$ cat src/rtl/smg_pkg.sv
// Shared constants and types for the multiplexed 7-segment display path.
package smg_pkg;

    localparam int         NUM_DIGITS = 3;
    localparam logic [3:0] NIB_BLANK  = 4'hF;
    localparam logic [3:0] NIB_DASH   = 4'hA;

    // Active-low digit select, indexed by digit position (0 = rightmost).
    localparam logic [NUM_DIGITS-1:0][2:0] SCAN_PAT = {3'b011, 3'b101, 3'b110};

    typedef enum logic [1:0] {
        IDLE,
        CONVERT,
        WAIT_FRAME
    } state_t;

    typedef logic [NUM_DIGITS-1:0][3:0] digits_t;

endpackage

$ cat src/rtl/smg_bin2bcd_seq.sv
// Sequential 12-bit binary to 3-digit BCD converter (shift-and-add-3, 12 cycles).
// Out-of-range inputs (> 999) report overflow and present dashes on all digits.
module smg_bin2bcd_seq
    import smg_pkg::*;
(
    input  logic        clk,
    input  logic        rst_n,
    input  logic        start,
    input  logic [11:0] bin,
    output logic        done,
    output digits_t     bcd,
    output logic        overflow
);

    logic [11:0] bin_reg;
    logic [11:0] bcd_reg;
    logic [3:0]  count_reg;
    logic        busy_reg;
    logic        overflow_reg;
    logic [11:0] bcd_adj;

    generate
        for (genvar gi = 0; gi < NUM_DIGITS; gi++) begin : g_adj
            assign bcd_adj[gi*4 +: 4] = (bcd_reg[gi*4 +: 4] >= 4'd5) ?
                                        bcd_reg[gi*4 +: 4] + 4'd3 : bcd_reg[gi*4 +: 4];
        end
    endgenerate

    always_ff @(posedge clk or negedge rst_n) begin
        if (!rst_n) begin
            bin_reg      <= '0;
            bcd_reg      <= '0;
            count_reg    <= '0;
            busy_reg     <= 1'b0;
            overflow_reg <= 1'b0;
        end else if (start) begin
            bin_reg      <= bin;
            bcd_reg      <= '0;
            count_reg    <= '0;
            busy_reg     <= 1'b1;
            overflow_reg <= (bin > 12'd999);
        end else if (busy_reg) begin
            {bcd_reg, bin_reg} <= {bcd_adj[10:0], bin_reg, 1'b0};
            count_reg          <= count_reg + 4'd1;
            if (count_reg == 4'd11) begin
                busy_reg <= 1'b0;
            end
        end
    end

    // Done marks the cycle of the final shift; the result registers settle at its edge.
    assign done     = busy_reg && (count_reg == 4'd11);
    assign overflow = overflow_reg;
    assign bcd      = overflow_reg ? {NUM_DIGITS{NIB_DASH}} : digits_t'(bcd_reg);

endmodule

$ cat src/rtl/smg_display_scheduler.sv
// Accepts values over valid/ready, converts them to BCD and commits them to the
// display buffer only at a frame boundary, while running the free digit scan.
module smg_display_scheduler
    import smg_pkg::*;
#(
    parameter int SCAN_DIV = 50000,
    parameter bit BLANK_LZ = 1'b1
)
(
    input  logic        CLK,
    input  logic        RSTn,
    input  logic [11:0] Number_Sig,
    input  logic        Req_Valid,
    output logic        Req_Ready,
    output logic        Update_Done,
    output logic        Overflow,
    output logic [3:0]  Number_Data,
    output logic [2:0]  Scan_Sig
);

    localparam int DIV_W = (SCAN_DIV > 2) ? $clog2(SCAN_DIV) : 1;

    logic [DIV_W-1:0] div_reg;
    logic [1:0]       index_reg;
    logic [1:0]       index_next;
    logic             tick;
    logic             fb;
    digits_t          buffer_reg;
    logic             overflow_reg;
    logic [2:0]       scan_reg;
    logic [2:0]       scan_next;
    logic [3:0]       nibble_reg;
    logic [3:0]       nibble_next;
    logic [NUM_DIGITS-1:0] blank;
    state_t           state_reg;
    state_t           state_next;
    logic             conv_start;
    logic             conv_done;
    digits_t          conv_bcd;
    logic             conv_ovf;
    logic             commit;

    smg_bin2bcd_seq u_bin2bcd (
        .clk      (CLK),
        .rst_n    (RSTn),
        .start    (conv_start),
        .bin      (Number_Sig),
        .done     (conv_done),
        .bcd      (conv_bcd),
        .overflow (conv_ovf)
    );

    assign tick       = (div_reg == DIV_W'(SCAN_DIV - 1));
    assign fb         = tick && (index_reg == 2'd2);
    assign index_next = !tick ? index_reg : ((index_reg == 2'd2) ? 2'd0 : index_reg + 2'd1);

    // Leading zeros blank from the left; dashes are nonzero so they always show.
    assign blank[0] = 1'b0;
    assign blank[2] = BLANK_LZ && (buffer_reg[2] == 4'd0);
    assign blank[1] = blank[2] && (buffer_reg[1] == 4'd0);

    always_comb begin
        scan_next   = SCAN_PAT[0];
        nibble_next = blank[0] ? NIB_BLANK : buffer_reg[0];
        case (index_next)
            2'd1: begin
                scan_next   = SCAN_PAT[1];
                nibble_next = blank[1] ? NIB_BLANK : buffer_reg[1];
            end
            2'd2: begin
                scan_next   = SCAN_PAT[2];
                nibble_next = blank[2] ? NIB_BLANK : buffer_reg[2];
            end
            default: ;
        endcase
    end

    always_comb begin
        state_next = state_reg;
        conv_start = 1'b0;
        commit     = 1'b0;
        case (state_reg)
            IDLE: begin
                if (Req_Valid) begin
                    conv_start = 1'b1;
                    state_next = CONVERT;
                end
            end
            CONVERT: begin
                if (conv_done) begin
                    state_next = WAIT_FRAME;
                end
            end
            WAIT_FRAME: begin
                if (fb) begin
                    commit     = 1'b1;
                    state_next = IDLE;
                end
            end
            default: state_next = IDLE;
        endcase
    end

    always_ff @(posedge CLK or negedge RSTn) begin
        if (!RSTn) begin
            state_reg    <= IDLE;
            div_reg      <= '0;
            index_reg    <= 2'd0;
            scan_reg     <= SCAN_PAT[0];
            nibble_reg   <= NIB_BLANK;
            buffer_reg   <= {NUM_DIGITS{NIB_BLANK}};
            overflow_reg <= 1'b0;
        end else begin
            state_reg  <= state_next;
            div_reg    <= tick ? '0 : div_reg + DIV_W'(1);
            index_reg  <= index_next;
            scan_reg   <= scan_next;
            nibble_reg <= nibble_next;
            if (commit) begin
                buffer_reg   <= conv_bcd;
                overflow_reg <= conv_ovf;
            end
        end
    end

    assign Req_Ready   = (state_reg == IDLE);
    assign Update_Done = commit;
    assign Overflow    = overflow_reg;
    assign Number_Data = nibble_reg;
    assign Scan_Sig    = scan_reg;

endmodule

$ cat config.mk
export PLATFORM = sky130hd
export DESIGN_NAME = smg_display_scheduler
export DESIGN_NICKNAME = d
export VERILOG_FILES = /design/src/rtl/smg_pkg.sv /design/src/rtl/smg_bin2bcd_seq.sv /design/src/rtl/smg_display_scheduler.sv
export SDC_FILE = /design/constraint.sdc
export NUM_CORES = 1
export LEC_CHECK = 0
export BUFFER_PORTS_ARGS = -buffer_cell sky130_fd_sc_hd__buf_2
export CAP_MARGIN = 0
export CELL_PAD_IN_SITES_DETAIL_PLACEMENT = 1
export CELL_PAD_IN_SITES_GLOBAL_PLACEMENT = 2
export CORE_ASPECT_RATIO = 0.6
export CORE_MARGIN = 3
export CORE_UTILIZATION = 36
export DETAILED_ROUTE_END_ITERATION = 7
export GPL_TIMING_DRIVEN = 0
export PLACE_DENSITY_LB_ADDON = 0.1
export REMOVE_ABC_BUFFERS = 1
export SLEW_MARGIN = 25
export SYNTH_ARGS = -nofsm -noshare
export SYNTH_HDL_FRONTEND = slang
export SYNTH_HIERARCHICAL = 1
export SYNTH_SLANG_ARGS = --single-unit
$ cat constraint.sdc
create_clock -name CLK -period 2.2 [get_ports CLK]
set_input_delay 0 -clock CLK [delete_from_list [all_inputs] [get_ports CLK]]
set_output_delay 0 -clock CLK [all_outputs]
set_load 0.02 [all_outputs]
# == Word-level counts from Yosys, hierarchy flattened ==
# Index checks and enable logic that the tools add are counted.
# op_classes
n_addsub,6
magnitude_cmp,4
n_eq_ne,10
mux,28
n_reduce_logical,8
# op_table
op,n
$mux W12,5
$mux W4,6
$add A16 B1 Y16 const B,1
$eq A16 B16 Y1 const B,1
$mux W16,1
$ge A4 B3 Y1 const B,3
$gt A12 B10 Y1 const B,1
$mux W2,5
$add A4 B2 Y4 const B,2
$logic_not A4 Y1,2
$pmux W4 S2,1
$mux W1,7
$eq A2 B2 Y1 const B,3
$ne A2 B2 Y1 const B,3
$pmux W2 S3,1
$pmux W3 S2,1
$add A4 B1 Y4 const B,1
$eq A2 B1 Y1 const B,2
$eq A4 B4 Y1 const B,1
$add A3 B2 Y3 const B,1
$logic_and A1 B1 Y1,3
$mux W3,1
$reduce_and A3 Y1,1
$add A2 B1 Y2 const B,1
2 further kinds,2
# word_totals
reg_bits,70
inputBits,15
output_inout_bits,10
elab_cells,70

# == Longest topological paths before layout ==
# Gate-level depths: netlist of run 1.
# logic_depth
ltp_word,5
ltp_mapped,10
depth_no_buf,9

# == Cells and area by module ==
# The synthesis of run 1 kept the hierarchy.
# modules_own_cells
mod,instances,cells_each,area_per_inst_um2,seq_area_each_um2
smg_display_scheduler,1,159,1861.8,1023.5
smg_bin2bcd_seq,1,180,1664.1,750.7

# == Worst setup path after synthesis of run 1 ==
# OpenSTA, ideal clock, no wires.
# synth_path
kind,register to register
start,register div_reg[0]
end,"register nibble_reg[0], in the netlist Number_Data[0]"
setup_ns,0.087
t_arrival_ns,2.066
t_required_ns,2.113
setup_slack_ns,0.047
path_stages_with_launch,11
path_buffers,1
synth_period_minus_slack_ns,2.153
path_cell_list,dfrtp_1 ha_1 and3_1 nand4_1 clkbuf_1 nor3b_1 a21o_1 ha_1 clkinv_1 nor2_1 a31oi_1
# synth_via
elab_chain_len,4
word_cells_on_any_way,5
cone_classes,eq/ne (3); mux (2)
# synth_rtl
item,line,rtl
start: declaration,smg_display_scheduler.sv:23,logic [DIV_W-1:0] div_reg;
start signal: assignment,smg_display_scheduler.sv:115,div_reg <= tick ? '0 : div_reg + DIV_W'(1);
$eq A16 B16 Y1 (*),smg_display_scheduler.sv:53,assign tick = (div_reg == DIV_W'(SCAN_DIV - 1));
$mux W2 (*),smg_display_scheduler.sv:55,assign index_next = !tick ? index_reg : ((index_reg == 2'd2) ? 2'd0 : index_reg + 2'd1);
via index_next[1],smg_display_scheduler.sv:25,logic [1:0] index_next;
$eq A2 B2 Y1 / $eq A2 B1 Y1 (equally long branches),smg_display_scheduler.sv:65,case (index_next)
$pmux W4 S2 (*),smg_display_scheduler.sv:65,
via nibble_next[0],smg_display_scheduler.sv:33,logic [3:0] nibble_next;
end signal: assignment,smg_display_scheduler.sv:118,nibble_reg <= nibble_next;
end: declaration,smg_display_scheduler.sv:32,logic [3:0] nibble_reg;
# The timed path passes the listed nets; every way through them passes the cells marked *.
# A chain may end at the register's enable or synchronous reset.

# == Final worst setup path of run 1 ==
# layout_path
start,register div_reg[1]
end,"register nibble_reg[2], in the netlist Number_Data[2]"
# layout_via
elab_chain_len,4
word_cells_on_any_way,5
cone_classes,eq/ne (3); mux (2)
# layout_rtl
item,line
$eq A16 B16 Y1 (*),smg_display_scheduler.sv:53
$mux W2 (*),smg_display_scheduler.sv:55
$eq A2 B2 Y1 / $eq A2 B1 Y1 (equally long branches),smg_display_scheduler.sv:65
$pmux W4 S2 (*),smg_display_scheduler.sv:65
via nibble_next[2],smg_display_scheduler.sv:33
# Marked as above.

==> impl_metrics.tcl, run 1 <==
set metrics [dict create \
    skew_ns 0.00590 \
    layout_commonest_cell "dfrtp_1" \
    area_growth_pct 27.3 \
    required_ns 2.45 \
    power_density_nw_per_um2 1070 \
    slowest_delay_ns 0.40 \
    diodes 0 \
    setup_viol_count_final 0 \
    worst_slack_ns 0.0591 \
    synth-async-reset-ratio_pct 100 \
    hold_class "in -> async" \
    nets 417 \
    antenna_found_initial 0 \
    cts_buffers 9 \
    finish.utilization_pct 48.0 \
    gp_congestion 0.745 \
    hpwl_mm 5.52 \
    ys_types 56 \
    placed_area_sq_um 3820 \
    grt_use_total_pct 16.1 \
    worstMarginPinSlew_ns 0.556 \
    clock_latency_ns 0.33 \
    drv_cap 0 \
    cts_root_buf "clkbuf_16" \
    h-tree-depth 3 \
    totalPowerFinal_mw 4.81 \
    cts.sinks 70 \
    crit_type "reg -> reg" \
    fillerInstances 1034 \
    detail-route-antenna-nets 0 \
    outcome "finished, final reports clean" \
    crit_fanout 6 \
    fp.dieH_um 82.7 \
    num_rows 27 \
    synth_seq_cells 70 \
    crit_family "compound AO/OA/AOI/OAI gates" \
    first_iter_violations 82 \
    fin_area_sq_um 4490 \
    pin_count 25 \
    synthCells 339 \
    die_x_um 134 \
    leakage_nw 1.96 \
    slew_violations 0 \
    viasPerCell 5.01 \
    layout_common_cells "48 x dfrtp_1, 33 x nor2_1, 26 x nand2_1, 23 x buf_2, 18 x dfstp_2" \
    yosysWarnings 6 \
    cts_tree "yes" \
    worstSetupEndpointType "register" \
    fin_crit_sh_pct 97.3 \
    core-area_sq_um 9360 \
    grt_pass1_vias 2616 \
    dp_slack_ns -0.654 \
    wirelength_mm 8.24 \
    cp-start-kind "register" \
    overflow 0 \
    grt_pass1_wl_mm 13.7 \
    post-route-drc-count 0 \
    dr.pass1.iters 4 \
    worst_ep_arrival_time_ns 2.39 \
    ys.flop_type "dfrtp_1" \
    crit_chain "ha_4 -> and3_4 -> nand4_1 -> buf_6 -> buf_4 -> a21oi_1 -> ha_2 -> o21ai_0 -> a31oi_1" \
    min_period_ns 2.14 \
    largest_reg_flops 16 \
    dieArea_sq_um 11100 \
    ir_drop_mv 0.509 \
    slew_headroom_pct 62.6 \
    syn_avg_cell_area_sq_um 10.4 \
    hold_viol 0 \
    yosysSeqAreaShare_pct 50.3 \
    dp.cells 481 \
    initial_core_util_pct 37.7 \
    fmax_mhz 467 \
    grt_max_degree 49 \
    slowest_stage "dfrtp_1" \
    netlist_area_sq_um 3530 \
    wire_per_inst_um 15.7 \
    instances_no_fill 525 \
    io_buffers 24 \
    drive_gt1_share_pct 27.1 \
    crit_buf_inv 2 \
    clock_path_buffers 2 \
    rsz0062_at_grt "yes" \
    path_clk_slew_ns 0.06 \
    synth_edf_count 0 \
    via_count 2628 \
]
cell type report:
cell class / count / area [sq um] / area share, %
clock buffers: 14 / 295 / 6.58
clock inverters: 2 / 35.0 / 0.781
repair buffers: 55 / 467 / 10.4
flip-flops and latches: 70 / 1780 / 39.6
inverters: 19 / 73.8 / 1.64
multi-input cells: 235 / 1680 / 37.3
well taps: 130 / 163 / 3.62
metal layers:
layer  track usage, %  up-vias  part of all wire [%]  wire, um
li1                 -     1302                     -         -
met4             5.24        0                  0.83        68
met2             23.3       34                    42      3440
met1             23.3     1287                    54      4430
met5                0        -                     0         0
met3             4.60        5                   3.5       291
Yosys cell counts (all sizes together) (3+ instances only):
library cell | count | share of area (%)
dfrtp | 52 | 37
nor2 | 33 | 3.5
o21ai | 30 | 4.3
nand2 | 26 | 2.8
dfstp | 18 | 13
inv | 18 | 1.9
mux2 | 14 | 5.4
mux2i | 14 | 4.0
ha | 12 | 4.3
a21oi | 11 | 1.6
xor2 | 9 | 2.2
buf | 8 | 1.3
nand4 | 8 | 1.4
clkbuf | 7 | 0.75
nand3 | 7 | 0.99
nand2b | 6 | 1.1
or2 | 6 | 1.1
or3 | 6 | 1.1
a31oi | 5 | 0.89
xnor2 | 5 | 1.2
a21o | 3 | 0.64
and2 | 3 | 0.53
nor2b | 3 | 0.53
nor3 | 3 | 0.43
nor4 | 3 | 0.53
where the power goes:
group / leakage [nW] / total [mW] / internal [mW] / switching [mW]
Clock: 0.164 / 1.58 / 1.04 / 0.544
Combinational: 0.955 / 1.34 / 0.652 / 0.687
Sequential: 0.844 / 1.89 / 1.56 / 0.334
Total: 1.96 / 4.81 / 3.25 / 1.56
path summary, 6_finish.rpt:
path                               start              endpoint  slack (ns)  depth (start not counted)
setup / recovery              div_reg[1]        Number_Data[2]        0.06                          9
min in group CLK           Number_Sig[2]  u_bin2bcd/bin_reg[2]        0.43                          4
max in group asynchronous           RSTn         buffer_reg[7]        1.48                          3
setup reg to reg              div_reg[1]        Number_Data[2]        0.06                          9
hold reg to reg             state_reg[1]          state_reg[0]        0.49                          1
hold / removal                      RSTn              Overflow        0.13                          2
stage by stage:
stage	TNS, ns	hold WS [ns]
after floorplan	-0.360	-0.296
after global placement	-11.29	0.211
after detailed placement	-11.28	-0.0814
after CTS	0	0.114
after global routing	-0.216	0.143
final	0	0.135
cell families after synthesis:
group / share of synthesized area (%)
and+or+nand+nor: 17.0
adders and majority gates: 4.26
muxes: 9.40
AOI/OAI and AO/OA: 11.4
buffers and inverters: 4.12
xor gates and xnor gates: 3.48
DFF: 50.3
timing repair:
item / 4_1_cts / 5_1_grt
setup buffers: 6 / 8
gates resized for setup: 8 / 11
endpoints found under the hold margin: 75 / 0
hold buffers: 14 / 0
setup endpoints to repair: 21 / 5
pin swaps: 2 / 6
Power figures use the tool's default switching activity.
==> inputs of run 2 (changes only) <==
- CORE_ASPECT_RATIO: 0.6 -> 2
- CORE_UTILIZATION: 36 -> 40
- clock period: 2.2 -> 2.5 ns (I/O delays scaled with it)
==> run 2 against run 1 <==
Non-clock buffer count shrank 10; highest routed layer unchanged; critical endpoint is now Number_Data[1]; sequential share of layout area grew 1.8 points; combinational power shrank 13%; largest power group unchanged; clock skew grew 0.0046 ns.
==> impl_metrics.tcl, run 2 (synthesized netlist as in run 1, its figures left out) <==
set metrics [dict create \
    outcome "finished, final reports clean" \
    ir_drop_mv 0.470 \
    hold_class "in -> async" \
    grt_max_degree 44 \
    slowest_delay_ns 0.41 \
    via_count 2660 \
    antenna_found_initial 0 \
    grt_pass1_wl_mm 13.8 \
    slowest_stage "dfrtp_2" \
    grt_use_total_pct 17.5 \
    cts_buffers 9 \
    skew_ns 0.0105 \
    first_iter_violations 76 \
    overflow 0 \
    drive_gt1_share_pct 23.4 \
    grt_pass1_vias 2866 \
    p_comb_share_pct 28.2 \
    cts.sinks 70 \
    fillerInstances 923 \
    die_x_um 72.4 \
    diodes 0 \
    largest_reg_flops 16 \
    hpwl_mm 5.54 \
    grtUsageMet1_pct 18.2 \
    post-route-drc-count 0 \
    dp.cells 449 \
    fin_crit_sh_pct 92.1 \
    layout_common_cells "50 x dfrtp_1, 33 x nor2_1, 26 x nand2_1, 23 x buf_2, 18 x dfstp_2" \
    wirelength_mm 7.89 \
    layout_commonest_cell "dfrtp_1" \
    required_ns 2.75 \
    rsz0062_at_grt "no" \
    gp_congestion 0.783 \
    seqPwrFrac_pct 39.1 \
    fmax_mhz 434 \
    viasPerCell 5.51 \
    cts_tree "yes" \
    switching_share_pct 32.1 \
    crit_fanout 9 \
    p_switching_mw 1.34 \
    instances_no_fill 483 \
    drv_cap 0 \
    slew_headroom_pct 62.4 \
    nets 407 \
    setup_viol_count_final 0 \
    fp.dieH_um 139 \
    top_usage_layer "met2" \
    met3_usage_pct 3.99 \
    finish.utilization_pct 50.9 \
    leakage_nw 1.89 \
    dieArea_sq_um 10000 \
    clock_path_buffers 2 \
    pin_count 25 \
    slew_violations 0 \
    worstSetupEndpointType "register" \
    detail-route-antenna-nets 0 \
    wire_per_inst_um 16.3 \
    num_rows 47 \
    dr.pass1.iters 3 \
    cp-start-kind "register" \
    totalPowerFinal_mw 4.16 \
    core-area_sq_um 8410 \
    area_growth_pct 21.5 \
    path_clk_slew_ns 0.06 \
    h-tree-depth 3 \
    io_buffers 24 \
    clock_latency_ns 0.33 \
    hold_viol 0 \
    crit_type "reg -> reg" \
    worst_hold_slack_ns 0.126 \
    worstMarginPinSlew_ns 0.558 \
    crit_chain "ha_2 -> and3_1 -> nand4_1 -> buf_4 -> nor3b_2 -> a21o_1 -> ha_1 -> clkinvlp_4 -> nor2_1 -> a31oi_2" \
    cts_root_buf "clkbuf_16" \
    pwr-share-clk_pct 32.7 \
    worst_ep_arrival_time_ns 2.55 \
    initial_core_util_pct 41.9 \
    p_int_mw 2.83 \
    min_period_ns 2.30 \
    power_density_nw_per_um2 972 \
    use_met2_pct 32.2 \
]
==> run 2: changes by cell type in the layout (fill, tap and decap cells not counted), sizes merged <==
cell and delta:
inv -1, clkbuf -2, bufinv +1, clkinv +1, buf -10, clkinvlp +1
==> run 2: final cells by class <==
class	count	area [sq um]	area share [%]
inverter	19	75.1	1.75
tap	98	123	2.86
clock buffer	12	246	5.76
clock inverter	4	70.1	1.64
sequential	70	1780	41.5
multi-input combinational	235	1630	38.1
timing repair buffer	45	360	8.41
==> run 2: worst max-delay path, delay by kind of cell (launching register included) <==
kind	cells	cell delay [ns]
buffers and inverters	2	0.35
AO/OA/AOI/OAI	2	0.31
AND/OR/NAND/NOR	4	0.64
adder cells (fa/ha/maj)	2	0.50
flip-flops	1	0.41
==> run 2: per-layer routing <==
metal / vias to the layer above / wire, um
li1: 1270 / -
met1: 1337 / 2870
met2: 35 / 4590
met3: 18 / 202
met4: 0 / 223
met5: - / 0
==> run 2: through the flow <==
stage	setup slack, ns	instance area [sq um]	setup TNS [ns]
after detailed placement	-0.236	3770	-3.50
final	0.198	4280	0
after CTS	0.0590	4240	0
after global placement	-0.213	3690	-2.90
after floorplan	0.248	3450	0
after global routing	0.00494	4280	0
==> run 2: what timing repair did <==
item / CTS / global route
setup buffers: 2 / 2
hold buffers: 14 / 0
pin swaps: 1 / 0
setup endpoints to repair: 19 / 6
endpoints found under the hold margin: 76 / 0
gates resized for setup: 2 / 6
==> run 2: final timing paths <==
kind	depth (start not counted)	to	slack (ns)	startpoint
max in group asynchronous	3	buffer_reg[7]	1.75	RSTn
min in group CLK	4	u_bin2bcd/bin_reg[1]	0.43	Number_Sig[1]
min	2	div_reg[6]	0.13	RSTn
max	10	Number_Data[1]	0.20	div_reg[0]
max reg2reg	10	Number_Data[1]	0.20	div_reg[0]
min reg2reg	2	Number_Data[2]	0.49	buffer_reg[2]
==> run 2: power groups by stage <==
| stage | sequential (mW) | clock, mW | combinational [mW] |
|---|---|---|---|
| after floorplan | 1.62 | 0 | 0.832 |
| after global placement | 1.72 | 0 | 0.998 |
| after detailed placement | 1.65 | 0 | 1.16 |
| after CTS | 1.64 | 1.40 | 1.20 |
| after global routing | 1.68 | 1.45 | 1.35 |
| final | 1.63 | 1.36 | 1.17 |
